[src/rtl/dr_xfer_ctrl.sv]
// dr_xfer_ctrl: sequences a single memory read/write through the 8-bit DR,
// with address setup, ready handshake, bus timeout and done/err reporting.
module dr_xfer_ctrl #(
    parameter int unsigned ADDR_W    = 8,
    parameter int unsigned SETUP_CYC = 1,
    parameter int unsigned TIMEOUT   = 16
) (
    input  logic              clk,
    input  logic              reset,
    input  logic              req,
    input  logic              we,
    input  logic [ADDR_W-1:0] addr,
    output logic              busy,
    output logic              done,
    output logic              err,
    output logic [ADDR_W-1:0] mem_addr,
    output logic              mem_rd,
    output logic              mem_wr,
    input  logic              mem_rdy,
    output logic              load_dr,
    output logic              dr_oe
);

    localparam int unsigned SET_W  = (SETUP_CYC > 1) ? $clog2(SETUP_CYC) : 1;
    localparam int unsigned WAIT_W = $clog2(TIMEOUT);
    localparam logic [SET_W-1:0]  SET_LAST  = SET_W'(SETUP_CYC - 1);
    localparam logic [WAIT_W-1:0] WAIT_LAST = WAIT_W'(TIMEOUT - 1);

    typedef enum logic [2:0] {
        S_IDLE   = 3'd0,
        S_SETUP  = 3'd1,
        S_ACCESS = 3'd2,
        S_DONE   = 3'd3,
        S_ERR    = 3'd4
    } state_t;

    state_t             state_q, state_d;
    logic [SET_W-1:0]   set_cnt_q, set_cnt_d;
    logic [WAIT_W-1:0]  wait_cnt_q, wait_cnt_d;
    logic               we_l_q, we_l_d;
    logic [ADDR_W-1:0]  mem_addr_q, mem_addr_d;
    logic               busy_q, busy_d;
    logic               done_q, done_d;
    logic               err_q, err_d;
    logic               mem_rd_q, mem_rd_d;
    logic               mem_wr_q, mem_wr_d;
    logic               dr_oe_q, dr_oe_d;

    // Next state, counters, latched request and next-cycle output values
    always_comb begin
        state_d    = state_q;
        set_cnt_d  = set_cnt_q;
        wait_cnt_d = wait_cnt_q;
        we_l_d     = we_l_q;
        mem_addr_d = mem_addr_q;

        unique case (state_q)
            S_IDLE: begin
                if (req) begin
                    state_d    = S_SETUP;
                    mem_addr_d = addr;
                    we_l_d     = we;
                    set_cnt_d  = '0;
                    wait_cnt_d = '0;
                end
            end
            S_SETUP: begin
                if (set_cnt_q == SET_LAST) begin
                    state_d    = S_ACCESS;
                    wait_cnt_d = '0;
                end else begin
                    set_cnt_d = set_cnt_q + SET_W'(1);
                end
            end
            S_ACCESS: begin
                // Ready takes priority over the final timeout cycle
                if (mem_rdy) begin
                    state_d = S_DONE;
                end else if (wait_cnt_q == WAIT_LAST) begin
                    state_d = S_ERR;
                end else begin
                    wait_cnt_d = wait_cnt_q + WAIT_W'(1);
                end
            end
            S_DONE:  state_d = S_IDLE;
            S_ERR:   state_d = S_IDLE;
            default: state_d = S_IDLE;
        endcase

        busy_d   = (state_d != S_IDLE);
        done_d   = (state_d == S_DONE) || (state_d == S_ERR);
        err_d    = (state_d == S_ERR);
        mem_rd_d = (state_d == S_ACCESS) && !we_l_d;
        mem_wr_d = (state_d == S_ACCESS) && we_l_d;
        dr_oe_d  = ((state_d == S_SETUP) || (state_d == S_ACCESS)) && we_l_d;
    end

    // State and registered outputs; async reset abandons any transfer silently
    always_ff @(posedge clk or negedge reset) begin
        if (!reset) begin
            state_q    <= S_IDLE;
            set_cnt_q  <= '0;
            wait_cnt_q <= '0;
            we_l_q     <= 1'b0;
            mem_addr_q <= '0;
            busy_q     <= 1'b0;
            done_q     <= 1'b0;
            err_q      <= 1'b0;
            mem_rd_q   <= 1'b0;
            mem_wr_q   <= 1'b0;
            dr_oe_q    <= 1'b0;
        end else begin
            state_q    <= state_d;
            set_cnt_q  <= set_cnt_d;
            wait_cnt_q <= wait_cnt_d;
            we_l_q     <= we_l_d;
            mem_addr_q <= mem_addr_d;
            busy_q     <= busy_d;
            done_q     <= done_d;
            err_q      <= err_d;
            mem_rd_q   <= mem_rd_d;
            mem_wr_q   <= mem_wr_d;
            dr_oe_q    <= dr_oe_d;
        end
    end

    // DR captures read data on the same edge memory signals ready
    assign load_dr  = (state_q == S_ACCESS) && mem_rdy && !we_l_q;

    assign busy     = busy_q;
    assign done     = done_q;
    assign err      = err_q;
    assign mem_addr = mem_addr_q;
    assign mem_rd   = mem_rd_q;
    assign mem_wr   = mem_wr_q;
    assign dr_oe    = dr_oe_q;

endmodule
[config.mk]
export PLATFORM = sky130hd
export DESIGN_NAME = dr_xfer_ctrl
export DESIGN_NICKNAME = d
export VERILOG_FILES = /design/src/rtl/dr_xfer_ctrl.sv
export SDC_FILE = /design/constraint.sdc
export NUM_CORES = 1
export LEC_CHECK = 0
export ABC_AREA = 0
export CORE_MARGIN = 4
export CORE_UTILIZATION = 53
export DETAILED_ROUTE_END_ITERATION = 10
export DONT_BUFFER_PORTS = 1
export PLACE_DENSITY = 0.83
export SYNTH_ARGS = -nofsm -noshare
export SYNTH_HDL_FRONTEND = slang
export SYNTH_SLANG_ARGS = --single-unit
[constraint.sdc]
create_clock -name clk -period 1.6 [get_ports clk]
set_input_delay 0.16 -clock clk [delete_from_list [all_inputs] [get_ports clk]]
set_output_delay 0.16 -clock clk [all_outputs]
set_load 0.005 [all_outputs]
==> flow_metrics.tcl, run 1 <==
set metrics [dict create \
    fin_util_pct 72.2 \
    grt_max_degree 23 \
    firstDrtPassIters 4 \
    cts_buffers 3 \
    antenna_found_initial 0 \
    via_per_inst 6.31 \
    grt_overflow 0 \
    worstPathArrival_ns 1.38 \
    slew_viol_final 0 \
    instances_no_fill 102 \
    ys_warn_count 0 \
    layout_min_cycle_time_ns 1.54 \
    critPathKind "flip-flop to output pin" \
    drt_wl_total_mm 2.04 \
    hp-class "primary input to flip-flop" \
    cts_tree "yes" \
    drcViolationCount 0 \
    synth_compound_area_share_pct 11.5 \
    final_area_um2 1130 \
    area_delta_synth_final_pct 23.3 \
    synth_cell_types 27 \
    num_vias 644 \
    finalClockSkew_ns 0.00291 \
    clock-sinks 22 \
    fmax_mhz 650 \
    drive_gt1_share_pct 19.8 \
    io_pins 28 \
    drt_iter0_drc 28 \
    worst_ir_drop_vdd_mv 1.36 \
    fin_crit_sh_pct 96.1 \
    yosys.area_share.adder_pct 1.37 \
    critPathLaunchType "flip-flop" \
    post_cts_buffers 0 \
    total_power_w 0.00201 \
    synthXorXnorAreaFrac_pct 0 \
    cts_root_buf "clkbuf_4" \
    worst_pin_slew_ns 0.974 \
    clk_pin_slew_ns 0.12 \
    detail-route-antenna-nets 0 \
    cp-end-kind "output pin" \
    port_buffers 0 \
    syn_area_um2 913 \
    row_count 14 \
    postSynthCellCount 70 \
    yosys.area_share.simple_pct 12.7 \
    maxCapViolCount 0 \
    finalHoldViolations 0 \
    slew_headroom_pct 34.9 \
    grt_usage_pct 17.6 \
    final_common_cell "dfrtp_1" \
    worst_ep_required_time_ns 1.44 \
    status "finished clean" \
    final_cell_mix "dfrtp_1, mux2_1, dlygate4sd3_1" \
    die_area_um2 2450 \
    power_density_nw_per_um2 1790 \
    placedInstanceArea_um2 965 \
    die_width_um 49.5 \
    path_max_fanout 7 \
    post-dp-hpwl_mm 1.29 \
    clock_path_buffers 2 \
    core_um2 1560 \
    p_leak_nw 0.506 \
    grt_pass1_wl_mm 3.24 \
    insertion_delay_ns 0.30 \
    nets 101 \
    syn-num-nets 84 \
    place_congestion 0.846 \
    synth_seq_area_share_pct 60.3 \
    die_y_um 49.5 \
    cts_htree_levels 1 \
    dp.cells 89 \
    n_antenna_cell 0 \
    setup_viol_count_final 0 \
    start_util_pct 58.6 \
    postSynthAreaPerCell_um2 13.0 \
    grt_pass1_vias 642 \
    synth_top_family_by_area "simple AND/OR/NAND/NOR gates" \
    synth_mux_area_share_pct 11.1 \
    ys_ff_latch 22 \
    wl_per_cell_um 20.0 \
]
-- flip-flops by register name (all words and copies together), names as in the netlist --
register	flops
state_q	3
done	1
mem_addr	8
wait_cnt_q	4
mem_wr	1
we_l_q	1
busy	1
dr_oe	1
mem_rd	1
err	1
-- per-stage QoR --
step	hold WS (ns)	setup TNS [ns]	worst slack, ns
2_1_floorplan	-0.136	0	0.0839
3_3_place_gp	-0.135	0	0.109
3_5_place_dp	-0.135	0	0.0348
4_1_cts	0.0132	0	0.0280
5_1_grt	0.0116	-0.00409	-0.00409
6_report	0.0137	0	0.0619
-- synthesized netlist by cell type --
library cell,number,area (um2)
nand2b_1,2,12.5
nor3_1,5,25.0
a21oi_1,3,15.0
a41o_1,1,10.0
nor4b_1,1,8.76
clkbuf_2,1,5.00
buf_4,1,7.51
nand4_1,1,6.26
ha_1,1,12.5
nor3b_1,1,7.51
nand3_1,2,10.0
a21boi_1,1,7.51
or3_1,1,6.26
mux2_1,9,101
nor2b_1,1,6.26
a31oi_1,3,18.8
o211ai_2,1,12.5
or3b_1,1,8.76
inv_1,4,15.0
a21o_1,1,7.51
dfrtp_1,22,551
o21ai_0,1,5.00
a211o_1,1,8.76
a211oi_2,1,12.5
o211ai_1,1,7.51
and3_1,2,12.5
nor3b_2,1,12.5
-- worst max-delay path, cell delays in order, from the launching register on --
cell and delay (ns):
dfrtp_2 0.49, or3b_4 0.43, nor3_2 0.16
-- per-layer routing --
| metal | up-vias | GRT usage (%) | routed length (um) |
|---|---|---|---|
| met5 | - | 0 | 0 |
| met4 | 0 | 4.61 | 35 |
| met3 | 4 | 5.12 | 109 |
| met1 | 331 | 20.2 | 767 |
| met2 | 21 | 31.9 | 1120 |
| li1 | 288 | - | - |
-- cell families (layout without fill, tap and decap cells) --
| group | count (synthesis) | in the layout |
|---|---|---|
| buf+inv | 6 | 22 |
| compound gates | 14 | 14 |
| simple gates | 18 | 18 |
| mux | 9 | 9 |
| fa+ha+maj | 1 | 1 |
| flops | 22 | 22 |
-- what timing repair did --
action	4_1_cts	5_1_grt
setup endpoints to repair	1	8
gates resized for setup	2	3
endpoints found under the hold margin	32	0
hold buffers	9	0
-- final cells by class --
type	count	area [um2]
clock inverter	1	30.0
clock buffer	3	22.5
inverter	4	15.0
fill	98	433
tap	16	20.0
multi-input combinational	42	358
timing repair buffer	14	128
sequential	22	553
-- power breakdown --
| part | internal, W | switching, W | total (W) |
|---|---|---|---|
| Clock | 0.000253 | 0.000160 | 0.000412 |
| Sequential | 0.000778 | 0.000200 | 0.000978 |
| Combinational | 0.000321 | 0.000299 | 0.000621 |
-- final timing paths --
check                            start           to  slack [ns]  cells after the start
max                         state_q[2]      load_dr        0.06                      2
min                                 we       we_l_q        0.01                      1
max reg2reg                 state_q[0]  mem_addr[0]        0.06                      3
min reg2reg                mem_addr[7]  mem_addr[7]        0.53                      1
max in group asynchronous        reset   state_q[1]        0.49                      1
min in group asynchronous        reset          err        0.45                      1
(Power assumes the default switching activity.)
==> run 2, diff against run 1 <==
--- a/config.mk
+++ b/config.mk
@@ -10,7 +10,7 @@
 export CORE_UTILIZATION = 53
 export DETAILED_ROUTE_END_ITERATION = 10
 export DONT_BUFFER_PORTS = 1
-export PLACE_DENSITY = 0.83
+export PLACE_DENSITY = 0.82
 export SYNTH_ARGS = -nofsm -noshare
 export SYNTH_HDL_FRONTEND = slang
 export SYNTH_SLANG_ARGS = --single-unit
==> run 2 against run 1 <==
Net effect: critical path depth did not move; worst setup slack gained 0.0099 ns; maximum frequency grew 0.65%; via count down 4.0%; global-route usage fell by 2.0 points; utilization fell by 0.80 points; highest routed layer unchanged.
==> flow_metrics.tcl, run 2 (same netlist as run 1, synthesis figures left out) <==
set metrics [dict create \
    hold_end "we_l_q" \
    via_per_inst 6.06 \
    status "finished clean" \
    pre_cts_ws_ns 0.0529 \
    finalClockSkew_ns 0.0174 \
    drive_gt1_share_pct 19.8 \
    worst_slack_ns 0.0718 \
    met1_length_um 731 \
    critPathKind "flip-flop to output pin" \
    grt_pass1_vias 689 \
    fmax_mhz 654 \
    seqPwrFrac_pct 52.8 \
    crit_start "state_q[2]" \
    port_buffers 0 \
    min_path_cells 1 \
    r2r_cells 3 \
    hp-start "we" \
    met2_length_um 860 \
    met3_length_um 140 \
    grt_usage_pct 15.6 \
    worst_ep_required_time_ns 1.44 \
    die_width_um 49.5 \
    cts_root_buf "clkbuf_4" \
    r2r_slack_ns 0.11 \
    fin_util_pct 71.4 \
    cp-end-kind "output pin" \
    die_y_um 49.5 \
    finalHoldViolations 0 \
    nets 101 \
    setup_viol_count_final 0 \
    maxCapViolCount 0 \
    num_vias 618 \
    post-dp-hpwl_mm 1.22 \
    grt_pass1_wl_mm 2.99 \
    hp-class "primary input to flip-flop" \
    antenna_found_initial 0 \
    p_leak_nw 0.497 \
    worst_pin_slew_ns 0.974 \
    clock_path_buffers 2 \
    die_area_um2 2450 \
    pwr-share-clk_pct 15.9 \
    critPathLaunchType "flip-flop" \
    place_congestion 0.804 \
    slew_viol_final 0 \
    worstPathArrival_ns 1.37 \
    firstDrtPassIters 4 \
    grt_overflow 0 \
    largest_register_ffs 8 \
    top_layer "met4" \
    drt_wl_total_mm 1.75 \
    cts_htree_levels 1 \
    clk_pin_slew_ns 0.13 \
    fin_crit_sh_pct 95.5 \
    core_um2 1560 \
    cts_tree "yes" \
    detail-route-antenna-nets 0 \
    n_antenna_cell 0 \
    wl_per_cell_um 17.2 \
    clock-sinks 22 \
    rsz0062_at_grt "true" \
    final_cell_mix "dfrtp_1, dlygate4sd3_1, mux2_1" \
    p_comb_share_pct 31.3 \
    drt_iter0_drc 4 \
    drcViolationCount 0 \
    switchingPower_w 0.000614 \
    slew_headroom_pct 34.8 \
    switching_share_pct 33.3 \
    layout_min_cycle_time_ns 1.53 \
    cts_buffers 3 \
    row_count 14 \
    worstReg2RegEnd "mem_addr[3]" \
    power_density_nw_per_um2 1660 \
    io_pins 28 \
    path_max_fanout 7 \
    insertion_delay_ns 0.30 \
    area_delta_synth_final_pct 21.9 \
    grt_max_degree 23 \
    intPower_w 0.00123 \
    timing.rr.start "state_q[0]" \
    start_util_pct 58.6 \
    final_common_cell "dfrtp_1" \
    tns_ns 0 \
    worst_ir_drop_vdd_mv 0.935 \
]
## run 2: per-stage QoR
stage	power, W	instance area, um2	hold slack (ns)	instances
4_1_cts	0.00183	1090	0.00672	101
3_5_place_dp	0.00149	957	-0.135	88
6_report	0.00184	1110	0.0268	102
3_3_place_gp	0.00146	957	-0.135	88
2_1_floorplan	0.00133	913	-0.136	70
5_1_grt	0.00200	1110	0.0105	102
## run 2: power by group through the flow
stage	registers, W	clock network (W)	logic (W)
3_5_place_dp	0.000966	0	0.000527
3_3_place_gp	0.000958	0	0.000499
4_1_cts	0.000958	0.000301	0.000570
2_1_floorplan	0.000921	0	0.000407
5_1_grt	0.00100	0.000340	0.000660
6_report	0.000973	0.000293	0.000577
## run 2: area by class of cell
| class | instances | area (um2) |
|---|---|---|
| Tap cell | 16 | 20.0 |
| Fill cell | 103 | 445 |
| Multi-Input combinational cell | 42 | 358 |
| Sequential cell | 22 | 554 |
| Clock buffer | 4 | 36.3 |
| Inverter | 4 | 15.0 |
| Timing Repair Buffer | 14 | 130 |
## run 2: worst max-delay path by stage
| stage | endpoint |
|---|---|
| floorplan | dr_oe |
| CTS | mem_addr[3] |
| detailed placement | mem_addr[3] |
| global route | load_dr |
| global placement | mem_addr[1] |
| finish | load_dr |
## run 2: critical path: stages, from the launching register on
cell     delay (ns)
dfrtp_2        0.49
or3b_4         0.43
nor3_2         0.14
## run 2: metal layers
layer  vias up  global-route usage (%)
met4         0                    5.53
met1       299                    18.8
li1        292                       -
met3         4                    5.42
met2        23                    25.7
met5         -                       0
## run 2: what timing repair did
item,in CTS,in global routing
endpoints found under the hold margin,32,1
gates cloned,0,0
pin swaps,0,0
setup buffers,0,0
hold buffers,9,1
resized for setup,2,4
setup endpoints to repair,1,9
==> run 3, diff against run 2 <==
--- a/config.mk
+++ b/config.mk
@@ -7,10 +7,10 @@
 export LEC_CHECK = 0
 export ABC_AREA = 0
 export CORE_MARGIN = 4
-export CORE_UTILIZATION = 53
+export CORE_UTILIZATION = 50
 export DETAILED_ROUTE_END_ITERATION = 10
 export DONT_BUFFER_PORTS = 1
-export PLACE_DENSITY = 0.82
+export PLACE_DENSITY = 0.79
 export SYNTH_ARGS = -nofsm -noshare
 export SYNTH_HDL_FRONTEND = slang
 export SYNTH_SLANG_ARGS = --single-unit
==> constraint.sdc (replaced) <==
create_clock -name clk -period 1.6 [get_ports clk]
set_input_delay 0 -clock clk [delete_from_list [all_inputs] [get_ports clk]]
set_output_delay 0 -clock clk [all_outputs]
set_load 0.005 [all_outputs]
==> run 3 against run 2 <==
Net effect: critical path type is now flip-flop to flip-flop; critical path depth grew 1; register-to-register slack lost 0.07 ns; clock skew shrank 0.0053 ns; routed wire length grew 3.9%; utilization shrank 4.3 points.
==> flow_metrics.tcl, run 3 (same netlist as run 1, synthesis figures left out) <==
set metrics [dict create \
    fmax_mhz 640 \
    die_width_um 50.7 \
    grt_overflow 0 \
    multi_input_area_um2 347 \
    power_density_nw_per_um2 1710 \
    critical_path.endpoint "mem_addr[6]" \
    path_max_fanout 7 \
    die_y_um 50.7 \
    regArea_um2 552 \
    insertion_delay_ns 0.31 \
    layout_min_cycle_time_ns 1.56 \
    worst_ep_required_time_ns 1.80 \
    finalClockSkew_ns 0.0121 \
    n_antenna_cell 0 \
    grt_max_degree 23 \
    num_vias 645 \
    worst_pin_slew_ns 0.909 \
    firstDrtPassIters 4 \
    met3_length_um 103 \
    clock-sinks 22 \
    grt_usage_pct 16.9 \
    antenna_found_initial 0 \
    start_util_pct 52.9 \
    die_area_um2 2570 \
    cts_buffers 3 \
    finalHoldViolations 0 \
    nets 105 \
    io_pins 28 \
    row_count 15 \
    cts_root_buf "clkbuf_4" \
    timing.rr.start "state_q[1]" \
    met2_length_um 910 \
    hp-class "primary input to flip-flop" \
    total_power_w 0.00198 \
    post_cts_buffers 0 \
    critPathKind "flip-flop to flip-flop" \
    drt_wl_total_mm 1.82 \
    wl_per_cell_um 15.8 \
    core_um2 1730 \
    met1_length_um 750 \
    top_layer "met4" \
    pre_cts_ws_ns 0.0278 \
    worstPathArrival_ns 1.76 \
    via_per_inst 5.61 \
    slew_viol_final 0 \
    status "finished clean" \
    r2r_cells 3 \
    post-dp-hpwl_mm 1.34 \
    crit_start "state_q[1]" \
    place_congestion 0.837 \
    holdWs_ns 0.00589 \
    detail-route-antenna-nets 0 \
    cp-end-kind "flip-flop" \
    drcViolationCount 0 \
    worst_slack_ns 0.0364 \
    worst_ir_drop_vdd_mv 1.08 \
    grt_pass1_vias 677 \
    p_leak_nw 0.520 \
    worstReg2RegEnd "mem_addr[6]" \
    critPathLaunchType "flip-flop" \
    cts_htree_levels 1 \
    slew_headroom_pct 39.2 \
    drive_gt1_share_pct 18.9 \
    area_delta_synth_final_pct 27.0 \
    num-fill-cells 128 \
    largest_register_ffs 8 \
    r2r_slack_ns 0.04 \
    clk_pin_slew_ns 0.12 \
    grt_pass1_wl_mm 3.13 \
    cts_tree "yes" \
    drt_iter0_drc 7 \
    rsz0062_at_grt "true" \
    final_cell_mix "dfrtp_1, dlygate4sd3_1, mux2_1" \
    maxCapViolCount 0 \
    clock_path_buffers 2 \
    tns_ns 0 \
    port_buffers 0 \
    setup_viol_count_final 0 \
    final_common_cell "dfrtp_1" \
    fin_crit_sh_pct 97.7 \
]
## run 3: cell type report
class,count,share of cell area (%)
well taps,25,2.70
inverters,4,1.29
repair buffers,18,14.0
flip-flops and latches,22,47.6
clock inverters,1,2.59
multi-input cells,42,29.9
clock buffers,3,1.94
## run 3: power breakdown
| part | leakage, nW | switching (W) | total [W] | internal, W |
|---|---|---|---|---|
| clock | 0.0279 | 0.000163 | 0.000417 | 0.000254 |
| combinational | 0.218 | 0.000290 | 0.000610 | 0.000319 |
| sequential | 0.275 | 0.000177 | 0.000956 | 0.000778 |
## run 3: how the worst min path moves through the flow
stage          startpoint     endpoint  slack (ns)  cells after the start
4_1_cts               req         busy       0.001                      2
6_report              req         busy       0.006                      2
3_3_place_gp        reset  mem_addr[5]       -0.30                      0
5_1_grt               req         busy        0.05                      2
3_5_place_dp        reset  mem_addr[5]       -0.30                      0
2_1_floorplan       reset         busy       -0.30                      0
## run 3: repair_timing
item	CTS	global route
hold endpoints to repair	38	0
hold buffers	11	0
resized for setup	2	0
setup endpoints to repair	1	7
## run 3: stage by stage
| step | std cells | utilization, % | area, um2 |
|---|---|---|---|
| 4_1_cts | 115 | 67.2 | 1160 |
| 3_3_place_gp | 100 | 57.4 | 991 |
| 3_5_place_dp | 100 | 57.4 | 991 |
| 6_report | 115 | 67.2 | 1160 |
| 2_1_floorplan | 70 | - | 913 |
| 5_1_grt | 115 | 67.2 | 1160 |
## run 3: per-layer routing
| metal | track usage, % | vias to the layer above |
|---|---|---|
| met3 | 4.75 | 6 |
| met1 | 19.6 | 323 |
| met2 | 27.2 | 19 |
| li1 | - | 297 |
| met5 | 0 | - |
| met4 | 10.8 | 0 |
## run 3: critical path, stage by stage, from the launching register on
cell and delay [ns]:
dfrtp_2 0.47, nor4b_2 0.42, buf_4 0.23, mux2_1 0.32
